===== src/rtl/ck2ck_fifo_pkg.sv =====
// Shared typedefs and constants for the clock-to-clock FIFO and the blocks in front of it.
// The write-side arbiter state enum lives here next to the FIFO's own state typedefs.
package ck2ck_fifo_pkg;

  localparam int XFER_CNT_W = 16;

  typedef enum logic [0:0] {
    ST_IDLE  = 1'b0,
    ST_BURST = 1'b1
  } ty_WrArbStates;

  // Index width for an n-entry vector. A single entry still gets one bit.
  function automatic int id_w(input int n);
    return (n > 1) ? $clog2(n) : 1;
  endfunction

endpackage


===== src/rtl/ck2ck_fifo_wr_arbiter_rr_pick.sv =====
// Combinational round-robin picker: the first set request bit strictly after rr_ptr_i, wrapping.
// The write-side arbiter uses it today, and a future read-side scheduler can reuse it.
module rr_pick
  import ck2ck_fifo_pkg::*;
#(
  parameter int NREQ = 4,
  parameter int ID_W = id_w(NREQ)
) (
  input  logic [NREQ-1:0] req_i,
  input  logic [ID_W-1:0] rr_ptr_i,
  output logic            any_req_o,
  output logic [ID_W-1:0] winner_o
);

  logic [ID_W:0] idx;
  logic          found;

  // NOTE: every output of a combinational block gets a default before any branch,
  // so that no path leaves a value unassigned and infers a latch.
  always_comb begin
    winner_o = '0;
    found    = 1'b0;
    idx      = '0;
    for (int i = 1; i <= NREQ; i++) begin
      idx = {1'b0, rr_ptr_i} + (ID_W + 1)'(i);
      if (idx >= (ID_W + 1)'(NREQ)) begin
        idx = idx - (ID_W + 1)'(NREQ);
      end
      if (!found && req_i[idx[ID_W-1:0]]) begin
        found    = 1'b1;
        winner_o = idx[ID_W-1:0];
      end
    end
  end

  assign any_req_o = |req_i;

endmodule


===== src/rtl/ck2ck_fifo_wr_arbiter.sv =====
// Round-robin write-side arbiter for the ck2ck FIFO. It grants one requester for a bounded burst
// and steers that requester's beats onto the FIFO push port, holding off while fifoFull is high.
module ck2ck_fifo_wr_arbiter
  import ck2ck_fifo_pkg::*;
#(
  parameter int DATA_W    = 8,
  parameter int NREQ      = 4,
  parameter int BURST_MAX = 4,
  parameter int STALL_MAX = 8
) (
  input  logic                       ck,
  input  logic                       srstN,
  input  logic                       enable,
  input  logic [NREQ-1:0]            reqValid,
  input  logic [NREQ*DATA_W-1:0]     reqData,
  input  logic [NREQ-1:0]            reqLast,
  output logic [NREQ-1:0]            reqReady,
  output logic                       fifoPush,
  output logic [DATA_W-1:0]          fifoData,
  input  logic                       fifoFull,
  output logic                       grantValid,
  output logic [$clog2(NREQ)-1:0]    grantId,
  output logic [XFER_CNT_W-1:0]      xferCount
);

  localparam int ID_W   = $clog2(NREQ);
  localparam int BCNT_W = $clog2(BURST_MAX + 1);
  localparam int SCNT_W = $clog2(STALL_MAX + 1);

  ty_WrArbStates          state_q;
  logic [ID_W-1:0]        grant_id_q;
  logic [ID_W-1:0]        rr_ptr_q;
  logic [BCNT_W-1:0]      burst_cnt_q;
  logic [SCNT_W-1:0]      stall_cnt_q;
  logic [XFER_CNT_W-1:0]  xfer_cnt_q;

  logic                   any_req;
  logic [ID_W-1:0]        winner;
  logic                   in_burst;
  logic                   gnt_valid;
  logic                   beat_ok;
  logic                   xfer;
  logic                   burst_done;
  logic                   stall_done;
  logic                   release_gnt;
  logic [DATA_W-1:0]      req_data_arr [NREQ];

  rr_pick #(
    .NREQ (NREQ),
    .ID_W (ID_W)
  ) u_rr_pick (
    .req_i     (reqValid),
    .rr_ptr_i  (rr_ptr_q),
    .any_req_o (any_req),
    .winner_o  (winner)
  );

  for (genvar g = 0; g < NREQ; g++) begin : g_unpack
    assign req_data_arr[g] = reqData[g*DATA_W +: DATA_W];
  end

  // srstN also gates the push port, so no beat leaves in the cycle a reset is applied.
  assign in_burst    = (state_q == ST_BURST);
  assign gnt_valid   = reqValid[grant_id_q];
  assign beat_ok     = in_burst & srstN & ~fifoFull;
  assign xfer        = beat_ok & gnt_valid;
  assign burst_done  = (burst_cnt_q == BCNT_W'(BURST_MAX - 1));
  assign stall_done  = (stall_cnt_q == SCNT_W'(STALL_MAX - 1));
  assign release_gnt = (xfer & (reqLast[grant_id_q] | burst_done))
                     | (in_burst & ~gnt_valid & stall_done);

  always_comb begin
    reqReady             = '0;
    reqReady[grant_id_q] = beat_ok;
  end

  assign fifoPush   = xfer;
  assign fifoData   = req_data_arr[grant_id_q];
  assign grantValid = in_burst;
  assign grantId    = grant_id_q;
  assign xferCount  = xfer_cnt_q;

  // NOTE: state is updated only with non-blocking assignments, so every register
  // samples the values from before the edge no matter what order the statements are in.
  always_ff @(posedge ck) begin
    if (!srstN) begin
      state_q     <= ST_IDLE;
      rr_ptr_q    <= ID_W'(NREQ - 1);
      grant_id_q  <= '0;
      burst_cnt_q <= '0;
      stall_cnt_q <= '0;
      xfer_cnt_q  <= '0;
    end else begin
      case (state_q)
        ST_IDLE: begin
          if (enable && any_req) begin
            state_q     <= ST_BURST;
            grant_id_q  <= winner;
            burst_cnt_q <= '0;
            stall_cnt_q <= '0;
          end
        end
        ST_BURST: begin
          // Back-pressure with valid held high is not idleness, so it leaves stall_cnt alone.
          if (xfer) begin
            burst_cnt_q <= burst_cnt_q + BCNT_W'(1);
            xfer_cnt_q  <= xfer_cnt_q + XFER_CNT_W'(1);
            stall_cnt_q <= '0;
          end else if (!gnt_valid) begin
            stall_cnt_q <= stall_cnt_q + SCNT_W'(1);
          end
          if (release_gnt) begin
            state_q  <= ST_IDLE;
            rr_ptr_q <= grant_id_q;
          end
        end
        default: state_q <= ST_IDLE;
      endcase
    end
  end

endmodule


===== config.mk =====
export PLATFORM = sky130hd
export DESIGN_NAME = ck2ck_fifo_wr_arbiter
export DESIGN_NICKNAME = d
export VERILOG_FILES = /design/src/rtl/ck2ck_fifo_pkg.sv /design/src/rtl/ck2ck_fifo_wr_arbiter_rr_pick.sv /design/src/rtl/ck2ck_fifo_wr_arbiter.sv
export SDC_FILE = /design/constraint.sdc
export NUM_CORES = 1
export LEC_CHECK = 0
export CAP_MARGIN = 0
export CORE_ASPECT_RATIO = 1.4
export CORE_UTILIZATION = 55
export DETAILED_ROUTE_END_ITERATION = 10
export DONT_BUFFER_PORTS = 1
export PLACE_DENSITY_LB_ADDON = 0.2
export REMOVE_ABC_BUFFERS = 1
export SYNTH_ARGS = -nofsm -noshare
export SYNTH_HDL_FRONTEND = slang
export SYNTH_SLANG_ARGS = --single-unit
export TNS_END_PERCENT = 20

===== constraint.sdc =====
create_clock -name ck -period 2.3 [get_ports ck]
set_input_delay 0.115 -clock ck [delete_from_list [all_inputs] [get_ports ck]]
set_output_delay 0.115 -clock ck [all_outputs]
set_load 0.02 [all_outputs]

==> summary.md, run 1 <==
| Metric | Value |
|---|---|
| Via Count | `1422` |
| Post-Syn Instances | `181` |
| Fill count | `248` |
| Setup TNS | `0 ns` |
| Worst min path class | `in2reg` |
| Die W | `48.12 µm` |
| Commonest cells after routing, fill and taps aside | `dfxtp_1 (28), nor2_1 (21), nand2_1 (10), a21oi_1 (10)` |
| FF-to-FF path depth | `5` |
| TritonCTS sink count | `28` |
| Largest net degree at the start of global routing | `20` |
| Core footprint | `2849 µm²` |
| GR Overflow Total | `0` |
| Area delta synth->final | `8.251%` |
| RSZ-0062 raised after global routing | `false` |
| Cts bufs inserted | `3` |
| Die footprint | `3203 µm²` |
| Worst R2R End | `xferCount[12]$_SDFFE_PN0P_` |
| GR Util met1 | `0.2661` |
| Fin. Hold Viols | `0` |
| Die H | `66.57 µm` |
| Most common cell after layout, fill and taps aside | `dfxtp_1` |
| Fin util | `0.6223` |
| Residual DRC count | `0` |
| ANT cells | `0` |
| Row cnt | `23` |
| Synth Area per Inst | `9.049 µm²` |
| Max Cap Viol | `0` |
| LEAKAGE | `0.6829 nW` |
| 1st-iter DRT viols | `54` |
| Peak Freq | `504.6 MHz` |
| Fin nets | `235` |
| Grt met3 use | `0.04607` |
| Worst Setup EP | `fifoPush` |
| Number of I/O port buffers | `0` |
| Antenna violations before repair | `0` |
| Routed WL per cell | `17.07 µm` |
| CP max FO | `17` |
| First-pass GRT wire length | `5.782 mm` |
| # H-tree levels | `1` |
| IO Pins | `76` |
| Post-DR vias/cell | `6.377` |
| Clk root buf | `clkbuf_8` |
| Largest stage delay on the critical path | `0.69 ns` |
| Worst Tran Pin Value | `0.7451 ns` |
| Slowest stage cell, crit path | `mux4_2` |
| Vias in the first global route | `1376` |
| Final Max Tran Viols | `0` |
| Final setup fails | `0` |
| Pwr Density | `541.2 nW/µm²` |
| R2R setup slack | `0.48 ns` |
| Antenna Nets Post-Route | `0` |
| Yosys reg bits | `28` |
| Rel. slew slack | `0.4968` |
| Worst VDD drop | `0.4106 mV` |
| Worst Setup Start Kind | `flop` |
| TritonCTS clock tree | `yes` |
| Leading area contributor after synthesis | `dfxtp_1` |
| Crit path depth | `4` |
| Clock slew at reported path FFs | `0.09 ns` |
| Count of cell types in the netlist | `39` |
| Met2 usage | `0.4578` |
| Post-route minimum period | `1.982 ns` |
| Drt total wl | `3.807 mm` |
| Synth top area share | `0.3422` |
| CP Launch Point | `grantId[1]$_SDFFE_PN0P_` |
| Clk Latency, worst-skew pair | `0.28 ns` |
| Buf+Inv Stages, Crit Path | `2` |
| Fin crit share | `0.8617` |
| Post-synth EDFFs | `0` |
| Worst r2r src | `xferCount[0]$_SDFFE_PN0P_` |
| Largest delay contributor family on the critical path | `multiplexers` |
| Critical path class | `reg2out` |
| Initial Utilization | `0.5749` |
| Sequential area share after synthesis | `0.3422` |
| HPWL after DPL | `2.915 mm` |
| Top cells by area, synth | `dfxtp_1 (34%), mux4_2 (12%), nor2_1 (4.8%)` |
| Prevailing post-synth register cell | `dfxtp_1` |
| Worst EP required | `2.18 ns` |
| Most crowded layer after global routing | `met2` |
| Mapped cell area | `1638 µm²` |
| Drt pass-1 iters | `4` |
| Critical Path AT | `1.87 ns` |
| Asr flop ratio synth | `0` |
| Post-CTS Setup Inserts | `0` |
| Outcome | `finished clean` |
| Crit path cell chain | `mux4_2 -> nand2_1 -> inv_1 -> buf_4` |
| GPL Wtd Cong | `0.8222` |
| Syn. warnings | `0` |
| CP endpoint kind | `output port` |
| Overall global routing resource usage | `0.2548` |
| Layout Skew | `0.003494 ns` |
| Max clock buf depth | `2` |
| Layout cells sized above 1 | `0.1344` |
==> cell families (layout without fill, tap and decap cells) <==
group                    count (synthesis)  in the layout  share of synthesized area
flip-flops                              28             28                     0.3422
buffers and inverters                   17             22                    0.04507
AND/OR/NAND/NOR                         74             74                     0.2445
XOR/XNOR                                10             10                    0.05348
AO/OA/AOI/OAI                           33             33                     0.1238
adder cells (fa/ha/maj)                  4              4                    0.03056
multiplexers                            15             15                     0.1604
==> worst register-to-register path, stage by stage, from the launching register on <==
cell and delay, ns:
dfxtp_1 0.52, ha_1 0.26, and2_1 0.19, nand4_1 0.24, or3_1 0.40, a21oi_1 0.14
==> state kept, by name (all words and copies together), names as in the netlist <==
register / cells
burst_cnt_q: 3
grantId: 2
grantValid: 1
rr_ptr_q: 2
stall_cnt_q: 4
xferCount: 16
==> how the worst min path moves through the flow <==
stage,cells past startpoint,end,start,slack (ns)
CTS,2,xferCount[1]$_SDFFE_PN0P_,srstN,0.002
detailed placement,1,stall_cnt_q[1]$_SDFFE_PN0P_,srstN,0.24
global route,2,xferCount[1]$_SDFFE_PN0P_,srstN,0.04
finish,2,xferCount[1]$_SDFFE_PN0P_,srstN,0.006
floorplan,1,burst_cnt_q[2]$_SDFFE_PN0P_,srstN,0.23
global placement,1,stall_cnt_q[1]$_SDFFE_PN0P_,srstN,0.24
==> report_power, final <==
group	internal [W]	total [W]	switching (W)
combinational	0.0000578	0.000148	0.0000905
clock	0.000154	0.000309	0.000155
sequential	0.000493	0.000502	0.00000900
total	0.000705	0.000960	0.000255
==> layer usage <==
layer  vias to the layer above  wire [µm]
li1                        678          -
met1                       665       1391
met2                        70       2030
met3                         9        284
met4                         0         99
met5                         -          0
==> per-stage QoR <==
step	hold slack, ns	cells	setup WS [ns]	total power (W)	cell area (µm²)
floorplan	0.2327	172	0.1014	0.0006334	1594
global placement	0.2370	218	0.5396	0.0006564	1708
detailed placement	0.2430	218	0.5245	0.0006595	1708
CTS	0.001705	223	0.3144	0.0009639	1773
global route	0.03882	223	0.1907	0.001000	1773
finish	0.006021	223	0.3181	0.0009596	1773
==> layout make-up <==
cell class / instances / area (µm²) / share of cell area
clock buffer: 4 / 55.05 / 0.03105
inverter: 8 / 30.03 / 0.01694
multi-input combinational: 136 / 1003 / 0.5660
sequential: 28 / 560.5 / 0.3162
tap: 37 / 46.29 / 0.02611
timing repair buffer: 10 / 77.57 / 0.04375
==> timing repair <==
action,CTS,global route
resized for setup,0,0
hold endpoints to repair,4,0
endpoints found under the setup margin,0,0
hold buffers,1,0
==> cells in the mapped netlist (6+ instances only) <==
cell type  instances
or3_1              6
and3_1             6
nand3_1            8
nor2_1            21
dfxtp_1           28
inv_1              7
nand2_1           10
nand4_1            7
a21oi_1           10
o21ai_0            9
xor2_1             8
mux2i_1            6
mux4_2             9
Power figures use the tool's default switching activity.
==> run 2, diff against run 1 <==
==> constraint.sdc (replaced) <==
create_clock -name ck -period 2.3 [get_ports ck]
set_input_delay 0.46 -clock ck [delete_from_list [all_inputs] [get_ports ck]]
set_output_delay 0.46 -clock ck [all_outputs]
set_load 0.02 [all_outputs]
==> summary.md, run 2 (synthesis results as in run 1) <==
| Metric | Value |
|---|---|
| RSZ-0062 raised after global routing | `false` |
| Die W | `48.12 µm (unchanged)` |
| Post-route minimum period | `2.070 ns (+0.08773 ns)` |
| Outcome | `finished clean` |
| Clock slew at reported path FFs | `0.09 ns (about the same)` |
| CP endpoint kind | `output port` |
| Setup TNS | `0 ns (unchanged)` |
| Worst Setup Start Kind | `flop` |
| GR Overflow Total | `0 (unchanged)` |
| Slowest stage cell, crit path | `mux4_2` |
| Initial Utilization | `0.5749 (unchanged)` |
| Row cnt | `23 (unchanged)` |
| Largest net degree at the start of global routing | `20 (unchanged)` |
| Pint | `0.0006732 W (-4.5%)` |
| TritonCTS clock tree | `yes` |
| Fin crit share | `0.8998 (+0.03814)` |
| Clk Latency, worst-skew pair | `0.27 ns (about the same)` |
| Residual DRC count | `0 (unchanged)` |
| # H-tree levels | `1 (unchanged)` |
| LEAKAGE | `0.6754 nW (-1.1%)` |
| Worst min path class | `in2reg` |
| Area taken by multi-input logic gates | `1003 µm² (unchanged)` |
| Final setup fails | `0 (unchanged)` |
| Net Sw Frac | `0.2662 (+0.0007099)` |
| Overall global routing resource usage | `0.2515 (-0.003318)` |
| Cts bufs inserted | `3 (unchanged)` |
| CP max FO | `7 (-10)` |
| Vias in the first global route | `1398 (+1.6%)` |
| Pwr Density | `522.2 nW/µm² (-3.5%)` |
| Fin. Hold Viols | `0 (unchanged)` |
| Die H | `66.57 µm (unchanged)` |
| Clk root buf | `clkbuf_8` |
| Layout Skew | `0.006593 ns (+0.003099 ns)` |
| Rel. slew slack | `0.6730 (+0.1762)` |
| Antenna Nets Post-Route | `0 (unchanged)` |
| Core footprint | `2849 µm² (unchanged)` |
| Layout cells sized above 1 | `0.1351 (+0.0007265)` |
| Most common cell after layout, fill and taps aside | `dfxtp_1` |
| Largest delay contributor family on the critical path | `multiplexers` |
| Largest stage delay on the critical path | `0.59 ns (-0.10 ns)` |
| Combinational power share | `0.164 (+0.009)` |
| Max reg flops | `16 (unchanged)` |
| GPL Wtd Cong | `0.7467 (-9.2%)` |
| Max Cap Viol | `0 (unchanged)` |
| Fin nets | `235 (unchanged)` |
| Peak Freq | `483.2 MHz (-4.2%)` |
| Storage cell area | `560.5 µm² (unchanged)` |
| Post-CTS Resized | `0 (unchanged)` |
| TritonCTS sink count | `28 (unchanged)` |
| Critical Path AT | `1.61 ns (-0.26 ns)` |
| Switch Pwr | `0.0002442 W (-4.1%)` |
| 1st-iter DRT viols | `54 (unchanged)` |
| IO Pins | `76 (unchanged)` |
| Max clock buf depth | `2 (unchanged)` |
| Critical path class | `reg2out` |
| First-pass GRT wire length | `5.733 mm (-0.85%)` |
| HPWL after DPL | `3.052 mm (+4.7%)` |
| Worst VDD drop | `0.3305 mV (-20%)` |
| Clk pwr share | `0.286 (-0.036)` |
| Buf+Inv Stages, Crit Path | `1 (-1)` |
| Post-CTS Setup Inserts | `0 (unchanged)` |
| Fill count | `262 (+5.6%)` |
| Area delta synth->final | `7.257%` |
| Final Max Tran Viols | `0 (unchanged)` |
| Commonest cells after routing, fill and taps aside | `dfxtp_1 (28), nor2_1 (21), nand2_1 (10), a21oi_1 (10), buf_4 (10)` |
| Layout Cells excl Fill | `222 (-0.45%)` |
| Routed WL per cell | `16.98 µm (-0.55%)` |
| ANT cells | `0 (unchanged)` |
| Drt total wl | `3.769 mm (-1.0%)` |
| Placed Cells incl. Taps | `219 (+0.46%)` |
| Number of I/O port buffers | `0 (unchanged)` |
| Drt pass-1 iters | `5 (+1)` |
| Hold slack final | `0.3101 ns (+0.3040 ns)` |
| # hold bufs at CTS | `0 (-1)` |
| Worst EP required | `1.84 ns (-0.34 ns)` |
| Worst Tran Pin Value | `0.4875 ns (-0.2575 ns)` |
| Antenna violations before repair | `0 (unchanged)` |
| Post-DR vias/cell | `6.378 (about the same)` |
| Die footprint | `3203 µm² (unchanged)` |
| Crit path cell chain | `buf_4 -> mux4_2` |
| Part of the power in registers | `0.551 (+0.028)` |
| Via Count | `1416 (-0.42%)` |
-- run 2: cell count changes in the layout (fill, tap and decap cells not counted) --
cell	delta
clkbuf_8	-1
buf_4	+1
dlygate4sd3_1	-1
-- run 2: path summary, 6_finish.rpt --
| kind | start | to | slack, ns | depth (start not counted) |
|---|---|---|---|---|
| max reg2reg | grantId[0]$_SDFFE_PN0P_ | xferCount[15]$_SDFFE_PN0P_ | 0.44 | 5 |
| min reg2reg | burst_cnt_q[0]$_SDFFE_PN0P_ | burst_cnt_q[0]$_SDFFE_PN0P_ | 0.49 | 1 |
| max | grantId[0]$_SDFFE_PN0P_ | fifoData[3] | 0.23 | 2 |
| min | srstN | burst_cnt_q[2]$_SDFFE_PN0P_ | 0.31 | 1 |
-- run 2: per-stage QoR --
stage	instance area (µm²)	utilization	setup WS, ns	power (W)
after global placement	1715	0.6021	0.4726	0.0006635
final	1757	0.6166	0.2304	0.0009174
after floorplan	1594	-	0.002614	0.0006334
after detailed placement	1715	0.6021	0.4152	0.0006679
after global routing	1757	0.6166	0.09155	0.0009588
after CTS	1757	0.6166	0.2168	0.0009174
-- run 2: routing by layer --
layer	up-vias	global-route usage	share of wire	wire [µm]
met5	-	0	0	0
met4	0	0.1111	0.015	58
met3	7	0.04878	0.072	273
met2	78	0.4780	0.55	2091
met1	654	0.2386	0.36	1346
li1	677	-	-	-
-- run 2: area by class of cell --
type                       count  area share
sequential                    28      0.3191
tap                           37     0.02635
clock buffer                   3     0.02350
multi-input combinational    136      0.5712
timing repair buffer          10     0.04274
inverter                       8     0.01709
-- run 2: power by group through the flow --
stage	logic, W	clock network (W)	registers [W]
3_3_place_gp	0.000147	0	0.000516
2_1_floorplan	0.000105	0	0.000528
6_report	0.000150	0.000262	0.000505
5_1_grt	0.000166	0.000285	0.000507
4_1_cts	0.000151	0.000261	0.000506
3_5_place_dp	0.000151	0	0.000517
